--- src/rtl/decoder3x8_seq.sv ---
// decoder3x8_seq: sequenced 3-to-8 decoder.
// Buffers 3-bit binary codes arriving over a valid/ready handshake in a small FIFO.
// Each code is then replayed as a registered one-hot 8-bit pulse. The pulse lasts
// HOLD_CYCLES cycles and is followed by GAP_CYCLES idle cycles.
//
// Ports:
//   clk       rising-edge clock
//   rst_n     asynchronous active-low reset
//   en        allows new codes to be popped; a pulse in progress always completes
//   in_valid  in_code is valid this cycle
//   in_code   binary code 0..7
//   in_ready  FIFO can accept (level < FIFO_DEPTH)
//   y         registered one-hot output, 0 outside a pulse
//   y_valid   high exactly while y != 0
//   busy      sequencer not idle
//   level     FIFO occupancy
module decoder3x8_seq #(
  parameter int unsigned HOLD_CYCLES = 4,
  parameter int unsigned GAP_CYCLES  = 1,
  parameter int unsigned FIFO_DEPTH  = 4
) (
  input  logic                          clk,
  input  logic                          rst_n,
  input  logic                          en,
  input  logic                          in_valid,
  input  logic [2:0]                    in_code,
  output logic                          in_ready,
  output logic [7:0]                    y,
  output logic                          y_valid,
  output logic                          busy,
  output logic [$clog2(FIFO_DEPTH):0]   level
);

  localparam int unsigned AddrW  = $clog2(FIFO_DEPTH);
  localparam int unsigned PtrW   = AddrW + 1;
  localparam int unsigned MaxCnt = (HOLD_CYCLES > GAP_CYCLES) ? HOLD_CYCLES : GAP_CYCLES;
  localparam int unsigned CntW   = (MaxCnt > 1) ? $clog2(MaxCnt) : 1;

  localparam logic [CntW-1:0] HoldLoad = CntW'(HOLD_CYCLES - 1);
  localparam logic [CntW-1:0] GapLoad  = CntW'((GAP_CYCLES > 0) ? (GAP_CYCLES - 1) : 0);

  typedef enum logic [1:0] {StIdle, StDrive, StGap} state_e;

  state_e          state_q;
  logic [CntW-1:0] cnt_q;
  logic [2:0]      mem_q [FIFO_DEPTH];
  logic [PtrW-1:0] wptr_q;
  logic [PtrW-1:0] rptr_q;
  logic [2:0]      rd_code;
  logic            push;
  logic            pop;
  logic            can_load;

  // Pointers carry one extra MSB so that full and empty differ.
  assign level    = wptr_q - rptr_q;
  assign in_ready = (level < PtrW'(FIFO_DEPTH));
  assign push     = in_valid && in_ready;
  assign can_load = en && (level != '0);
  assign rd_code  = mem_q[rptr_q[AddrW-1:0]];
  assign busy     = (state_q != StIdle);

  // A pop happens exactly when the sequencer applies the load rule.
  always_comb begin
    pop = 1'b0;
    case (state_q)
      StIdle:  pop = can_load;
      StDrive: pop = (cnt_q == '0) && (GAP_CYCLES == 0) && can_load;
      StGap:   pop = (cnt_q == '0) && can_load;
      default: pop = 1'b0;
    endcase
  end

  // Storage needs no reset; the pointers alone define its contents.
  always_ff @(posedge clk) begin
    if (push) begin
      mem_q[wptr_q[AddrW-1:0]] <= in_code;
    end
  end

  always_ff @(posedge clk or negedge rst_n) begin
    if (!rst_n) begin
      wptr_q <= '0;
      rptr_q <= '0;
    end else begin
      if (push) begin
        wptr_q <= wptr_q + PtrW'(1);
      end
      if (pop) begin
        rptr_q <= rptr_q + PtrW'(1);
      end
    end
  end

  always_ff @(posedge clk or negedge rst_n) begin
    if (!rst_n) begin
      state_q <= StIdle;
      cnt_q   <= '0;
      y       <= '0;
      y_valid <= 1'b0;
    end else begin
      case (state_q)
        StIdle: begin
          if (pop) begin
            y       <= 8'd1 << rd_code;
            y_valid <= 1'b1;
            cnt_q   <= HoldLoad;
            state_q <= StDrive;
          end
        end
        StDrive: begin
          if (cnt_q != '0) begin
            cnt_q <= cnt_q - CntW'(1);
          end else if (GAP_CYCLES > 0) begin
            y       <= '0;
            y_valid <= 1'b0;
            cnt_q   <= GapLoad;
            state_q <= StGap;
          end else if (pop) begin
            // Back-to-back pulse with no zero cycle in between.
            y       <= 8'd1 << rd_code;
            y_valid <= 1'b1;
            cnt_q   <= HoldLoad;
          end else begin
            y       <= '0;
            y_valid <= 1'b0;
            state_q <= StIdle;
          end
        end
        StGap: begin
          if (cnt_q != '0) begin
            cnt_q <= cnt_q - CntW'(1);
          end else if (pop) begin
            y       <= 8'd1 << rd_code;
            y_valid <= 1'b1;
            cnt_q   <= HoldLoad;
            state_q <= StDrive;
          end else begin
            state_q <= StIdle;
          end
        end
        default: state_q <= StIdle;
      endcase
    end
  end

endmodule
--- config.mk ---
export PLATFORM = sky130hd
export DESIGN_NAME = decoder3x8_seq
export DESIGN_NICKNAME = d
export VERILOG_FILES = /design/src/rtl/decoder3x8_seq.sv
export SDC_FILE = /design/constraint.sdc
export NUM_CORES = 1
export LEC_CHECK = 0
export ABC_AREA = 1
export BUFFER_PORTS_ARGS = -buffer_cell sky130_fd_sc_hd__buf_2
export CORE_ASPECT_RATIO = 0.7
export CORE_MARGIN = 3
export CORE_UTILIZATION = 40
export CTS_BUF_LIST = sky130_fd_sc_hd__clkbuf_8
export DETAILED_ROUTE_END_ITERATION = 10
export MAX_ROUTING_LAYER = met4
export PLACE_DENSITY = 0.62
export SYNTH_ARGS = -nofsm -noshare
export SYNTH_HDL_FRONTEND = slang
export SYNTH_SLANG_ARGS = --single-unit
--- constraint.sdc ---
create_clock -name clk -period 3.9 [get_ports clk]
set_input_delay 0.78 -clock clk [delete_from_list [all_inputs] [get_ports clk]]
set_output_delay 0.78 -clock clk [all_outputs]
set_load 0.005 [all_outputs]
After elaboration in Yosys (flattened, before gate mapping). Memory sizes are Yosys's and may differ from the RTL's. Cells that the tools add are included.

Add/subtract/negate cells: 4. Order comparisons: 1. Equality and inequality tests: 5. Shift operators: 1. Muxes and demuxes: 20. Reduce and logical (&&, ||, !) cells: 11.

Operators by type and width (number): $mux W8 (3); $pmux W8 S3 (1); $mux W2 (6); $pmux W2 S3 (2); $shl A1 B3 Y8 const A (1); $add A3 B1 Y3 const B (2); $mux W1 (6); $ne A2 B2 Y1 const B (3); $reduce_and A3 Y1 (2); $reduce_bool A3 Y1 (2); $logic_not A2 Y1 (2); $reduce_bool A2 Y1 (2); $logic_and A1 B1 Y1 (3); $lt A3 B3 Y1 const B (1); $pmux W1 S3 (1); $sub A3 B3 Y3 (1); $eq A2 B1 Y1 const B (1); $eq A2 B2 Y1 const B (1); $pmux W1 S2 (1); $sub A2 B1 Y2 const B (1).

Bits in registers: 19. Memory bits (writable): 12. Memories kept: 1.

Memory list: mem_q (depth 4, bits a word 3, read ports 1, clocked after Yosys merged registers in 0, write ports 1, RTL line 46) `logic [2:0] mem_q [FIFO_DEPTH];`.

Depth between registers and ports, before layout.
Depth after elaboration: 8. Gate-level depth with buffers: 12. Depth with buffers taken out: 12.

Worst setup path before layout. OpenSTA, ideal clock, no wires.

Path kind: register -> output. Start point: register rptr_q[0]. End point: output port in_ready. Arrival: 1306 ps. Required time: 3120 ps. Slack: 1814 ps. Cell stages (with the launch flop): 6. Buffers on the path: 0. Cells stage by stage: dfrtp_1 -> ha_1 -> fa_1 -> nand3_1 -> nand2_1 -> inv_2.

Word-level cells in the longest chain between the ends: 2.

RTL lines: start: declaration (RTL line 48) `logic [PtrW-1:0] rptr_q;`; start signal: assignment (RTL line 89) `rptr_q <= rptr_q + PtrW'(1);`; $sub A3 B3 Y3 (RTL line 55) `assign level = wptr_q - rptr_q;`; named net level[2] (RTL line 31) `output logic [$clog2(FIFO_DEPTH):0] level`; $lt A3 B3 Y1 (RTL line 56) `assign in_ready = (level < PtrW'(FIFO_DEPTH));`; end: declaration (RTL line 27) `output logic in_ready,`.

The timed path passes the listed nets, and every way through them passes these cells.

Worst setup path after layout.
Start point: register rptr_q[0]. End point: output port in_ready.

Word-level cells in the longest chain between the ends: 2.

RTL lines (RTL line): $sub A3 B3 Y3 (55); $lt A3 B3 Y1 (56).

No other way between the ends.

==> reports/qor.json <==
{
  "floorplan.die_area": {"value": 5100, "unit": "um^2"},
  "synth_cell_types": {"value": 26},
  "synth_top_cells_by_count": {"value": "sky130_fd_sc_hd__nand2_1 (49), sky130_fd_sc_hd__inv_1 (31), sky130_fd_sc_hd__dfrtp_1 (19), sky130_fd_sc_hd__edfxtp_1 (12), sky130_fd_sc_hd__ha_1 (11)"},
  "setup.worst_path.class": {"value": "flip-flop to primary output"},
  "place_inst": {"value": 256},
  "die_w": {"value": 84.1, "unit": "um"},
  "power-per-cell-area": {"value": 877, "unit": "nW/um^2"},
  "finalWirelength": {"value": 3.12, "unit": "mm"},
  "synth-edff-count": {"value": 12},
  "synth_seq_area_share": {"value": 0.490},
  "longest_clk_path_bufs": {"value": 2},
  "vias": {"value": 1200},
  "report.power.total": {"value": 1.72, "unit": "mW"},
  "num-nets-final": {"value": 230},
  "insertion_delay": {"value": 0.28, "unit": "ns"},
  "ys_ff_latch": {"value": 31},
  "global_route.usage.total": {"value": 0.144},
  "grt_pass1_wl": {"value": 5.45, "unit": "mm"},
  "antenna-diode-count": {"value": 0},
  "yosys.area.top_type_share": {"value": 0.279},
  "cp-start-kind": {"value": "flip-flop"},
  "htree_levels": {"value": 2},
  "post_synth_fa_ha_maj_area_fraction": {"value": 0.0924},
  "synth_xor_xnor_area_share": {"value": 0.0205},
  "yosys.cell_count.top_type": {"value": "sky130_fd_sc_hd__nand2_1"},
  "syn-cell-area": {"value": 1710, "unit": "um^2"},
  "drtPass1Iterations": {"value": 4},
  "gp_congestion": {"value": 0.817},
  "outcome": {"value": "finished clean"},
  "post_synthesis_cells": {"value": 185},
  "std_cell_rows": {"value": 19},
  "drt_iter0_markers": {"value": 61},
  "layout.cell_area.non_filler": {"value": 1970, "unit": "um^2"},
  "die_height": {"value": 60.7, "unit": "um"},
  "post_drt_via_cell_ratio": {"value": 4.55},
  "yosys-mux-area-fraction": {"value": 0},
  "avg_cell_area_syn": {"value": 9.23, "unit": "um^2"},
  "synth_top_family_by_area": {"value": "simple AND/OR/NAND/NOR gates"},
  "io_buffer_count": {"value": 20},
  "cts.repair.resized": {"value": 0},
  "routedWlPerCell": {"value": 11.8, "unit": "um"},
  "cts.clk_slew.worst_paths": {"value": 0.06, "unit": "ns"},
  "place_area": {"value": 1860, "unit": "um^2"},
  "critical_path.n_buffers_inverters": {"value": 2},
  "critPathArrivalTime": {"value": 1.80, "unit": "ns"},
  "min_period": {"value": 2.58, "unit": "ns"},
  "timing.critical_path.depth": {"value": 6},
  "final.hold.worst_slack": {"value": 0.436, "unit": "ns"},
  "report.final.slew_viol_count": {"value": 0},
  "worstPathCellList": {"value": "ha_1, fa_1, nand3_1, nand2_1, inv_2, buf_2"},
  "finish.utilization": {"value": 0.490},
  "cts_root_buf": {"value": "sky130_fd_sc_hd__clkbuf_8"},
  "ios": {"value": 21},
  "synth_simple_gate_area_share": {"value": 0.210},
  "largest_net_degree_at_the_start_of_global_routing": {"value": 20},
  "setup_slack": {"value": 1.32, "unit": "ns"},
  "floorplan.core_area": {"value": 4020, "unit": "um^2"},
  "synthDominantAreaCellType": {"value": "sky130_fd_sc_hd__dfrtp_1"},
  "antenna_found_initial": {"value": 0},
  "tritoncts.num_buffers": {"value": 5},
  "final_cycle_utilization_of_the_critical_path": {"value": 0.662},
  "ys_warn_count": {"value": 0},
  "grt_pass1_vias": {"value": 1233},
  "tns": {"value": 0, "unit": "ns"},
  "worst-path-max-fanout": {"value": 9},
  "ys_top_cells_by_area": {"value": "sky130_fd_sc_hd__dfrtp_1 (28%), sky130_fd_sc_hd__edfxtp_1 (21%), sky130_fd_sc_hd__nand2_1 (11%)"},
  "floorplan.initialDensity": {"value": 0.425},
  "overflow": {"value": 0},
  "final-hold-violation-count": {"value": 0},
  "finalNonFillerCells": {"value": 264},
  "max_slew_margin": {"value": 0.701},
  "async_reset_ff_frac": {"value": 0.613},
  "max_cap_violations": {"value": 0},
  "end_kind": {"value": "primary output"},
  "post_cts.repair.setup_buffers": {"value": 0},
  "cts_tree": {"value": "done"},
  "critPathSlowestCell": {"value": "sky130_fd_sc_hd__dfrtp_1"},
  "hold_path_class": {"value": "input port to asynchronous set/reset pin"},
  "hold_buffers": {"value": 0},
  "synth_compound_area_frac": {"value": 0.106},
  "final_layout_size_suffix_gt1_frac": {"value": 0.245},
  "timing_worst_slew_pin_value": {"value": 0.449, "unit": "ns"},
  "vdd_ir_drop_max": {"value": 0.548, "unit": "mV"},
  "drc_errors": {"value": 0},
  "area_delta_synth_final": {"value": 15.2, "unit": "%"},
  "cp.required": {"value": 3.12, "unit": "ns"},
  "synth_fp_nets": {"value": 204},
  "synth_top_flop_cell": {"value": "sky130_fd_sc_hd__dfrtp_1"},
  "detailed_place_hpwl": {"value": 2.37, "unit": "mm"},
  "clock_sink_count": {"value": 31},
  "final_antenna_net_count": {"value": 0},
  "leakagePower": {"value": 0.995, "unit": "nW"},
  "rr_worst_depth": {"value": 9},
  "critical_path.max_stage_delay": {"value": 0.48, "unit": "ns"},
  "fin_skew": {"value": 0.00426, "unit": "ns"},
  "report.final.setup_viol": {"value": 0},
  "maxClockFrequency": {"value": 387, "unit": "MHz"},
  "dp_worst_slack": {"value": 1.63, "unit": "ns"},
  "rsz0062_at_grt": {"value": "no"},
  "critical_path.top_delay_family": {"value": "adder cells"}
}
==> flip-flops by register name, summed over array words and instances (netlist names) <==
name and cells:
mem_q 12, cnt_q 2, y 8, state_q 2, wptr_q 3, y_valid 1, rptr_q 3
==> layer usage <==
metal	share of wire	global-route usage	wire length, um	vias up
li1	-	-	-	631
met1	0.53	0.185	1640	539
met2	0.41	0.210	1280	24
met3	0.054	0.0461	168	6
met4	0.012	0.0619	36	0
met5	0	-	0	-
==> placed cells by master (no fill, tap or decap) <==
| cell | instances |
|---|---|
| sky130_fd_sc_hd__fa_1 | 1 |
| sky130_fd_sc_hd__inv_1 | 33 |
| sky130_fd_sc_hd__o21ai_0 | 7 |
| sky130_fd_sc_hd__o21ai_2 | 7 |
| sky130_fd_sc_hd__nand4_1 | 1 |
| sky130_fd_sc_hd__o22a_1 | 1 |
| sky130_fd_sc_hd__a31oi_1 | 1 |
| sky130_fd_sc_hd__nand2_2 | 8 |
| sky130_fd_sc_hd__a21boi_2 | 1 |
| sky130_fd_sc_hd__a21oi_4 | 1 |
| sky130_fd_sc_hd__inv_2 | 3 |
| sky130_fd_sc_hd__o211ai_1 | 2 |
| sky130_fd_sc_hd__o2111ai_1 | 1 |
| sky130_fd_sc_hd__clkbuf_8 | 5 |
| sky130_fd_sc_hd__nand2_1 | 49 |
| sky130_fd_sc_hd__nand3_1 | 5 |
| sky130_fd_sc_hd__buf_2 | 20 |
| sky130_fd_sc_hd__dfrtp_1 | 19 |
| sky130_fd_sc_hd__nand2_4 | 3 |
| sky130_fd_sc_hd__a21oi_1 | 2 |
| sky130_fd_sc_hd__xor2_1 | 4 |
| sky130_fd_sc_hd__nand3_2 | 1 |
| sky130_fd_sc_hd__bufinv_16 | 1 |
| sky130_fd_sc_hd__nor2_1 | 10 |
| sky130_fd_sc_hd__o31ai_1 | 1 |
| sky130_fd_sc_hd__ha_1 | 11 |
| sky130_fd_sc_hd__nor2_2 | 2 |
| sky130_fd_sc_hd__edfxtp_1 | 12 |
==> final timing paths <==
kind,end,start,slack (ns)
setup / recovery,in_ready,rptr_q[0]$_DFFE_PN0P_,1.32
hold / removal,y[1]$_DFFE_PN0P_,rst_n,0.44
setup reg to reg,y[0]$_DFFE_PN0P_,rptr_q[0]$_DFFE_PN0P_,1.77
hold reg to reg,y[7]$_DFFE_PN0P_,y[7]$_DFFE_PN0P_,0.48
max in group asynchronous,cnt_q[1]$_DFFE_PN0N_,rst_n,3.14
min in group clk,y[7]$_DFFE_PN0P_,y[7]$_DFFE_PN0P_,0.48
==> final cells by class <==
class	count	area, um^2
well taps	52	65.1
inverters	34	128
multi-input cells	119	732
fillers	399	2050
clock buffers	5	68.8
flip-flops and latches	31	836
repair buffers	20	100
clock inverters	3	37.5
==> report_power, final <==
part           total (mW)  internal [mW]  switching (mW)  leakage, nW
Combinational       0.876          0.322           0.554        0.584
Clock               0.302          0.186           0.116       0.0607
Sequential          0.546          0.450          0.0969        0.350
Total                1.72          0.957           0.767        0.995
==> logic make-up (layout without fill, tap and decap cells) <==
group           Yosys count  after routing
compound gates           24             24
simple gates             79             79
buf+inv                  35             62
fa+ha+maj                12             12
flops                    31             31
xor+xnor                  4              4
(Power assumes the default switching activity.)
